`src/rtl/r7ocm_pkg.sv`:
```
// Shared definitions for the TDD frame controller: default counter width
// and the frame state encoding.
package r7ocm_pkg;

    // Default width of the sample counter and every timing input.
    localparam int CNT_W_DEFAULT = 24;

    // Frame timing states.
    typedef enum logic {
        ST_IDLE = 1'b0,
        ST_RUN  = 1'b1
    } state_t;

endpackage : r7ocm_pkg

```
`src/rtl/win_cmp.sv`:
```
// Half-open window decoder: hit is high when start_pt <= cnt < end_pt.
// A window with start_pt >= end_pt never hits, and nothing wraps around.
module win_cmp #(
    parameter int W = 24
) (
    input  logic [W-1:0] cnt,
    input  logic [W-1:0] start_pt,
    input  logic [W-1:0] end_pt,
    output logic         hit
);

    // Pure combinational compare; the caller registers the result.
    always_comb begin
        hit = (cnt >= start_pt) && (cnt < end_pt);
    end

endmodule : win_cmp

```
`src/rtl/tdd_frame_ctrl.sv`:
```
// TDD frame timing controller.
// Counts samples within a frame, pulses sync on sample 0, and opens the
// receive (Ien) and transmit (Oen) windows from shadowed timing inputs.
// Timing inputs are captured only on entry to RUN and at each frame wrap,
// so the frame in progress is never disturbed.
//
// Adjustment handshake: adj_req is a single-cycle request with no ready
// back-channel. A request is always accepted; adj_pending shows that an
// accepted request has not yet been applied. It is applied at the next wrap
// (one frame only) and further requests while pending are absorbed.
// A request arriving in the wrap cycle itself is applied to the next frame
// directly and never shows up on adj_pending.
module tdd_frame_ctrl
    import r7ocm_pkg::*;
#(
    parameter int CNT_W = CNT_W_DEFAULT
) (
    input  logic             Sclk,
    input  logic             rst_n,
    input  logic             enable,
    input  logic [CNT_W-1:0] frame_len,
    input  logic [CNT_W-1:0] frame_adj,
    input  logic             adj_req,
    input  logic [CNT_W-1:0] tstart,
    input  logic [CNT_W-1:0] tend,
    input  logic [CNT_W-1:0] rstart,
    input  logic [CNT_W-1:0] rend,
    output logic             Ien,
    output logic             Oen,
    output logic             sync,
    output logic [CNT_W-1:0] sample_cnt,
    output logic [31:0]      frame_cnt,
    output logic             adj_pending,
    output state_t           dbg_state
);

    localparam logic signed [CNT_W+1:0] LEN_MIN = (CNT_W+2)'(2);
    localparam logic signed [CNT_W+1:0] LEN_MAX = $signed({2'b00, {CNT_W{1'b1}}});

    state_t state, state_nxt;
    logic [1:0] rst_sync;
    logic run_ok;

    logic [CNT_W-1:0] sh_len, sh_adj, sh_ts, sh_te, sh_rs, sh_re;
    logic [CNT_W-1:0] sh_len_nxt, sh_adj_nxt, sh_ts_nxt, sh_te_nxt, sh_rs_nxt, sh_re_nxt;
    logic adj_active, adj_active_nxt;
    logic pend_nxt;
    logic load;
    logic wrap;
    logic sync_nxt;
    logic [CNT_W-1:0] cnt_nxt;
    logic [31:0] fcnt_nxt;
    logic signed [CNT_W+1:0] len_sum;
    logic [CNT_W-1:0] eff_len;
    logic r_hit, t_hit;

    assign run_ok    = rst_sync[1];
    assign dbg_state = state;

    // Two-stage synchroniser: reset asserts asynchronously, releases on Sclk.
    always_ff @(posedge Sclk or negedge rst_n) begin
        if (!rst_n) rst_sync <= 2'b00;
        else        rst_sync <= {rst_sync[0], 1'b1};
    end

    // Effective length of the current frame, optionally adjusted, clamped to [2, max].
    always_comb begin
        len_sum = $signed({2'b00, sh_len});
        if (adj_active) len_sum = len_sum + $signed({{2{sh_adj[CNT_W-1]}}, sh_adj});
        if (len_sum < LEN_MIN)      eff_len = CNT_W'(2);
        else if (len_sum > LEN_MAX) eff_len = '1;
        else                        eff_len = len_sum[CNT_W-1:0];
    end

    // Next-state, counters and adjustment bookkeeping.
    always_comb begin
        state_nxt      = state;
        cnt_nxt        = sample_cnt;
        fcnt_nxt       = frame_cnt;
        pend_nxt       = adj_pending | adj_req;
        adj_active_nxt = adj_active;
        load           = 1'b0;
        sync_nxt       = 1'b0;
        wrap           = (state == ST_RUN) && (sample_cnt == eff_len - CNT_W'(1));
        case (state)
            ST_IDLE: begin
                cnt_nxt = '0;
                if (enable && run_ok) begin
                    state_nxt      = ST_RUN;
                    load           = 1'b1;
                    adj_active_nxt = 1'b0;
                    sync_nxt       = 1'b1;
                end
            end
            ST_RUN: begin
                if (!enable) begin
                    state_nxt      = ST_IDLE;
                    cnt_nxt        = '0;
                    adj_active_nxt = 1'b0;
                end else if (wrap) begin
                    cnt_nxt        = '0;
                    fcnt_nxt       = frame_cnt + 32'd1;
                    load           = 1'b1;
                    adj_active_nxt = adj_pending | adj_req;
                    pend_nxt       = 1'b0;
                    sync_nxt       = 1'b1;
                end else begin
                    cnt_nxt = sample_cnt + CNT_W'(1);
                end
            end
            default: begin
                state_nxt = ST_IDLE;
                cnt_nxt   = '0;
            end
        endcase
    end

    // Shadow values as they will be after this edge.
    always_comb begin
        sh_len_nxt = load ? frame_len : sh_len;
        sh_adj_nxt = load ? frame_adj : sh_adj;
        sh_ts_nxt  = load ? tstart    : sh_ts;
        sh_te_nxt  = load ? tend      : sh_te;
        sh_rs_nxt  = load ? rstart    : sh_rs;
        sh_re_nxt  = load ? rend      : sh_re;
    end

    // Windows decode the next count against the next shadows so that the
    // registered enables line up with sample_cnt on the same edge.
    win_cmp #(.W(CNT_W)) u_rx_win (
        .cnt      (cnt_nxt),
        .start_pt (sh_rs_nxt),
        .end_pt   (sh_re_nxt),
        .hit      (r_hit)
    );

    win_cmp #(.W(CNT_W)) u_tx_win (
        .cnt      (cnt_nxt),
        .start_pt (sh_ts_nxt),
        .end_pt   (sh_te_nxt),
        .hit      (t_hit)
    );

    // State, counters, shadows and registered outputs.
    always_ff @(posedge Sclk or negedge rst_n) begin
        if (!rst_n) begin
            state       <= ST_IDLE;
            sample_cnt  <= '0;
            frame_cnt   <= '0;
            adj_pending <= 1'b0;
            adj_active  <= 1'b0;
            sync        <= 1'b0;
            Ien         <= 1'b0;
            Oen         <= 1'b0;
            sh_len      <= '0;
            sh_adj      <= '0;
            sh_ts       <= '0;
            sh_te       <= '0;
            sh_rs       <= '0;
            sh_re       <= '0;
        end else begin
            state       <= state_nxt;
            sample_cnt  <= cnt_nxt;
            frame_cnt   <= fcnt_nxt;
            adj_pending <= pend_nxt;
            adj_active  <= adj_active_nxt;
            sync        <= sync_nxt;
            Ien         <= (state_nxt == ST_RUN) && r_hit;
            Oen         <= (state_nxt == ST_RUN) && t_hit;
            sh_len      <= sh_len_nxt;
            sh_adj      <= sh_adj_nxt;
            sh_ts       <= sh_ts_nxt;
            sh_te       <= sh_te_nxt;
            sh_rs       <= sh_rs_nxt;
            sh_re       <= sh_re_nxt;
        end
    end

endmodule : tdd_frame_ctrl

```
`config.mk`:
```
export PLATFORM = sky130hd
export DESIGN_NAME = tdd_frame_ctrl
export DESIGN_NICKNAME = d
export VERILOG_FILES = /design/src/rtl/r7ocm_pkg.sv /design/src/rtl/win_cmp.sv /design/src/rtl/tdd_frame_ctrl.sv
export SDC_FILE = /design/constraint.sdc
export NUM_CORES = 1
export LEC_CHECK = 0
export BUFFER_PORTS_ARGS = -buffer_cell sky130_fd_sc_hd__buf_2
export CAP_MARGIN = 5
export CELL_PAD_IN_SITES_DETAIL_PLACEMENT = 0
export CELL_PAD_IN_SITES_GLOBAL_PLACEMENT = 1
export CORE_MARGIN = 1.5
export CORE_UTILIZATION = 30
export DETAILED_ROUTE_END_ITERATION = 12
export PLACE_DENSITY_LB_ADDON = 0.25
export SLEW_MARGIN = 20
export SYNTH_ARGS = -nofsm -noshare
export SYNTH_HDL_FRONTEND = slang
export SYNTH_HIERARCHICAL = 1
export SYNTH_SLANG_ARGS = --single-unit
```
`constraint.sdc`:
```
create_clock -name Sclk -period 9.7 [get_ports Sclk]
set_clock_uncertainty 0.15 [all_clocks]
set_input_delay 0.97 -clock Sclk [delete_from_list [all_inputs] [get_ports Sclk]]
set_output_delay 0.97 -clock Sclk [all_outputs]
set_load 0.005 [all_outputs]
```
==> Flow_metrics.wiki <==
{| class="wikitable"
! Metric !! Value
|-
| Synthesized net count || 1812
|-
| # DRC || 0
|-
| Asr flop ratio synth || 100.0%
|-
| Antenna violations before repair || 0
|-
| Width of the die || 224.9 um
|-
| Placement Cell Area || 0.01667 mm2
|-
| Initial drt markers || 723
|-
| Count of buffers from port buffering || 208
|-
| Placeable core region || 0.04875 mm2
|-
| Post-Synthesis Mean Instance Area || 9.590 um2
|-
| Share of synthesized cell area in and, or, nand and nor gates || 16.42%
|-
| Unrepaired setup endpoints after global routing || no
|-
| Max H-tree Level || 1
|-
| Global-route wire length before repair || 75860 um
|-
| VDD IR-drop max || 0.0001330 V
|-
| TritonCTS buffer count || 28
|-
| Crit path largest cell delay || 0.45 ns
|-
| Number of maximum-capacitance constraint violations || 0
|-
| Number of global-route vias before repair || 12900
|-
| Final cell area excluding filler cells || 0.01766 mm2
|-
| Post-Synth Adder-Cell Area || 10.46%
|-
| Aggregate global-route resource usage || 19.23%
|-
| Compound-gate portion of the synthesized area || 15.68%
|-
| Startpoint Class || flip-flop
|-
| Number of synthesized register bits || 208
|-
| Worst rel slew slack || 38.20%
|-
| CP Data Required Time || 10.03 ns
|-
| LEAKAGE || 8.232 nW
|-
| Total grt overflow || 0
|-
| Final routed wirelength across all metal layers || 48930 um
|-
| Post-CTS setup-driven buffer insertion count || 0
|-
| CP Buf/Inv Count || 4
|-
| Main area contributors after synthesis || dfrtp_1 (35%), ha_1 (10%), mux2_2 (7.5%)
|-
| Share of cells above drive strength 1 || 24.27%
|-
| Crit path max-delay family || compound AO/OA/AOI/OAI gates
|-
| Later-pin clock latency in the skew report || 0.58 ns
|-
| Initial Util || 30.31%
|-
| Number of hold-slack violations in the final timing report || 0
|-
| Primary flip-flop cell chosen by synthesis mapping || dfrtp_1
|-
| Setup total negative slack || 0 ns
|-
| Cell count after synthesis || 1541
|-
| Minimum period implied by the final worst setup slack || 9.012 ns
|-
| Pre-Repair DR Iteration Count || 5
|-
| Antenna Violating Nets Remaining || 0
|-
| CTS tree || built
|-
| Clock-pin slew on the worst setup and hold paths || 0.06 ns
|-
| Crit-path slowest cell || fa_1
|-
| Part of the Yosys area used for sequential elements || 35.22%
|-
| Number of pins exceeding their max-slew limit in the final report || 0
|-
| Number of enable-type register cells in the synthesized netlist || 0
|-
| Number of sinks on the clock net || 208
|-
| Data arrival time at the worst-slack endpoint || 9.34 ns
|-
| Number of inserted diodes || 0
|-
| Outcome || finished, final reports clean
|-
| Library cell with the largest summed area after synthesis || dfrtp_1
|-
| Count of warnings emitted by yosys || 6
|-
| Count of different cell masters after synthesis || 89
|-
| Layout Nets || 2038
|-
| DP Wirelength || 38260 um
|-
| Detail-routed via count per cell || 5.214
|-
| Dominant combinational cell family by area after synthesis || simple AND/OR/NAND/NOR gates
|-
| Routed wire per std cell || 19.95 um
|-
| Global placer's final weighted congestion || 0.8949
|-
| Kind of critical path || reg -> reg
|-
| Worst-path maximum fanout || 26
|-
| Buffer levels on the longest clock path || 3
|-
| Die span in y || 224.9 um
|-
| Die Area || 0.05060 mm2
|-
| Post-synthesis to final-layout area growth || 19.50%
|-
| Synth top area share || 35.22%
|-
| Mux contribution to synthesized area || 11.89%
|-
| Number of endpoints failing setup at the final stage || 0
|-
| # IOs || 209
|-
| Post-synthesis instance area || 0.01478 mm2
|-
| Detailed-route via count || 12780
|-
| Largest net degree at the start of global routing || 84
|-
| Cell Rows || 81
|-
| Share of the synthesized netlist area taken by xor and xnor gates || 4.682%
|-
| F_max || 0.1110 GHz
|-
| Part of the cycle the worst path needs || 92.91%
|-
| CTS Root Cell || clkbuf_16
|-
| Pwr/cell area || 180.3 mW/mm2
|-
| Slew at the pin closest to its max-slew limit || 0.9270 ns
|-
| Type of the worst min-delay path || reg -> reg
|-
| Kind of end point of the critical path || flip-flop
|}
-- power breakdown --
part / switching [W] / leakage (nW) / internal, W
Combinational: 0.000656 / 5.21 / 0.000417
Clock: 0.000415 / 0.468 / 0.000647
Sequential: 0.0000652 / 2.56 / 0.000984
Total: 0.00114 / 8.23 / 0.00205
-- layout make-up --
| type | instances | area (um2) |
|---|---|---|
| clock buffers | 40 | 825.8 |
| clock inverters | 11 | 145.1 |
| fillers | 4968 | 31090 |
| inverters | 120 | 450.4 |
| multi-input cells | 1156 | 8775 |
| flip-flops and latches | 208 | 5206 |
| well taps | 664 | 830.8 |
| repair buffers | 253 | 1426 |
-- state kept, by name, indices dropped and copies added, names as in the netlist, 2 cells and up --
register    count
sample_cnt     24
sh_te          24
sh_rs          24
frame_cnt      32
sh_re          24
sh_adj         24
sh_len         24
rst_sync        2
sh_ts          24
-- per-stage QoR --
step | utilization (%) | hold slack, ns | total power [W] | setup WS (ns) | instances
finish | 36.23 | 0.1987 | 0.003184 | 0.6880 | 2452
CTS | 36.18 | 0.1990 | 0.003218 | 0.5304 | 2452
floorplan | - | 0.1812 | 0.001793 | 1.857 | 1541
global route | 36.23 | 0.2193 | 0.003389 | 0.08585 | 2452
global placement | 34.19 | 0.1873 | 0.002119 | 0.6538 | 2401
detailed placement | 34.19 | 0.1863 | 0.002123 | 0.5354 | 2401
-- cells in the final DEF (no fill, tap or decap), types with 39 or more instances in the layout --
master / instances
buf_4: 42
ha_1: 122
o21ai_0: 39
xor2_1: 47
buf_2: 207
nand3_1: 61
mux2_1: 49
mux2_2: 99
nand2_1: 107
dfrtp_1: 207
nor2_1: 109
a21oi_1: 85
inv_1: 119
-- metal layers --
metal  track usage, %  part of all wire, %  vias up
met3            2.894                  4.9       65
met1            25.30                   45     6273
li1                 -                    -     6120
met5                0                    0        -
met2            33.31                   48      326
met4            3.897                  2.0        0
-- Yosys cell counts, types with 25 or more instances --
master     n
inv_1    119
mux2_2    99
a21oi_1   85
xor2_1    47
nor2_1   111
mux2_1    49
nand2_1  107
dfrtp_1  208
nor3_1    28
o21ai_0   39
nor4_1    28
xnor2_1   32
nand3_1   61
ha_1     122
nand4_1   25
-- logic make-up (layout without fill, tap and decap cells) --
logic type	Yosys count	in the layout
AO/OA/AOI/OAI	329	329
XOR/XNOR	79	79
adder cells (fa/ha/maj)	123	123
buffers and inverters	177	424
flip-flops	208	208
multiplexers	157	157
other	1	1
AND/OR/NAND/NOR	467	467
-- worst paths after layout --
kind                                   from           to  slack (ns)  depth (start not counted)
worst max-delay path              sh_len[0]          Ien        0.69                         33
worst min-delay path            rst_sync[0]  rst_sync[1]        0.20                          0
worst max register to register    sh_len[0]          Ien        0.69                         33
worst min register to register  rst_sync[0]  rst_sync[1]        0.20                          0
max in group asynchronous             rst_n   adj_active        7.76                          2
min in group asynchronous             rst_n   sh_adj[12]        0.26                          1
-- timing repair --
| action | in CTS | in global routing |
|---|---|---|
| resized for setup | 0 | 3 |
| endpoints found under the setup margin | 0 | 2 |
| hold buffers | 0 | 0 |
(Power assumes the default switching activity.)
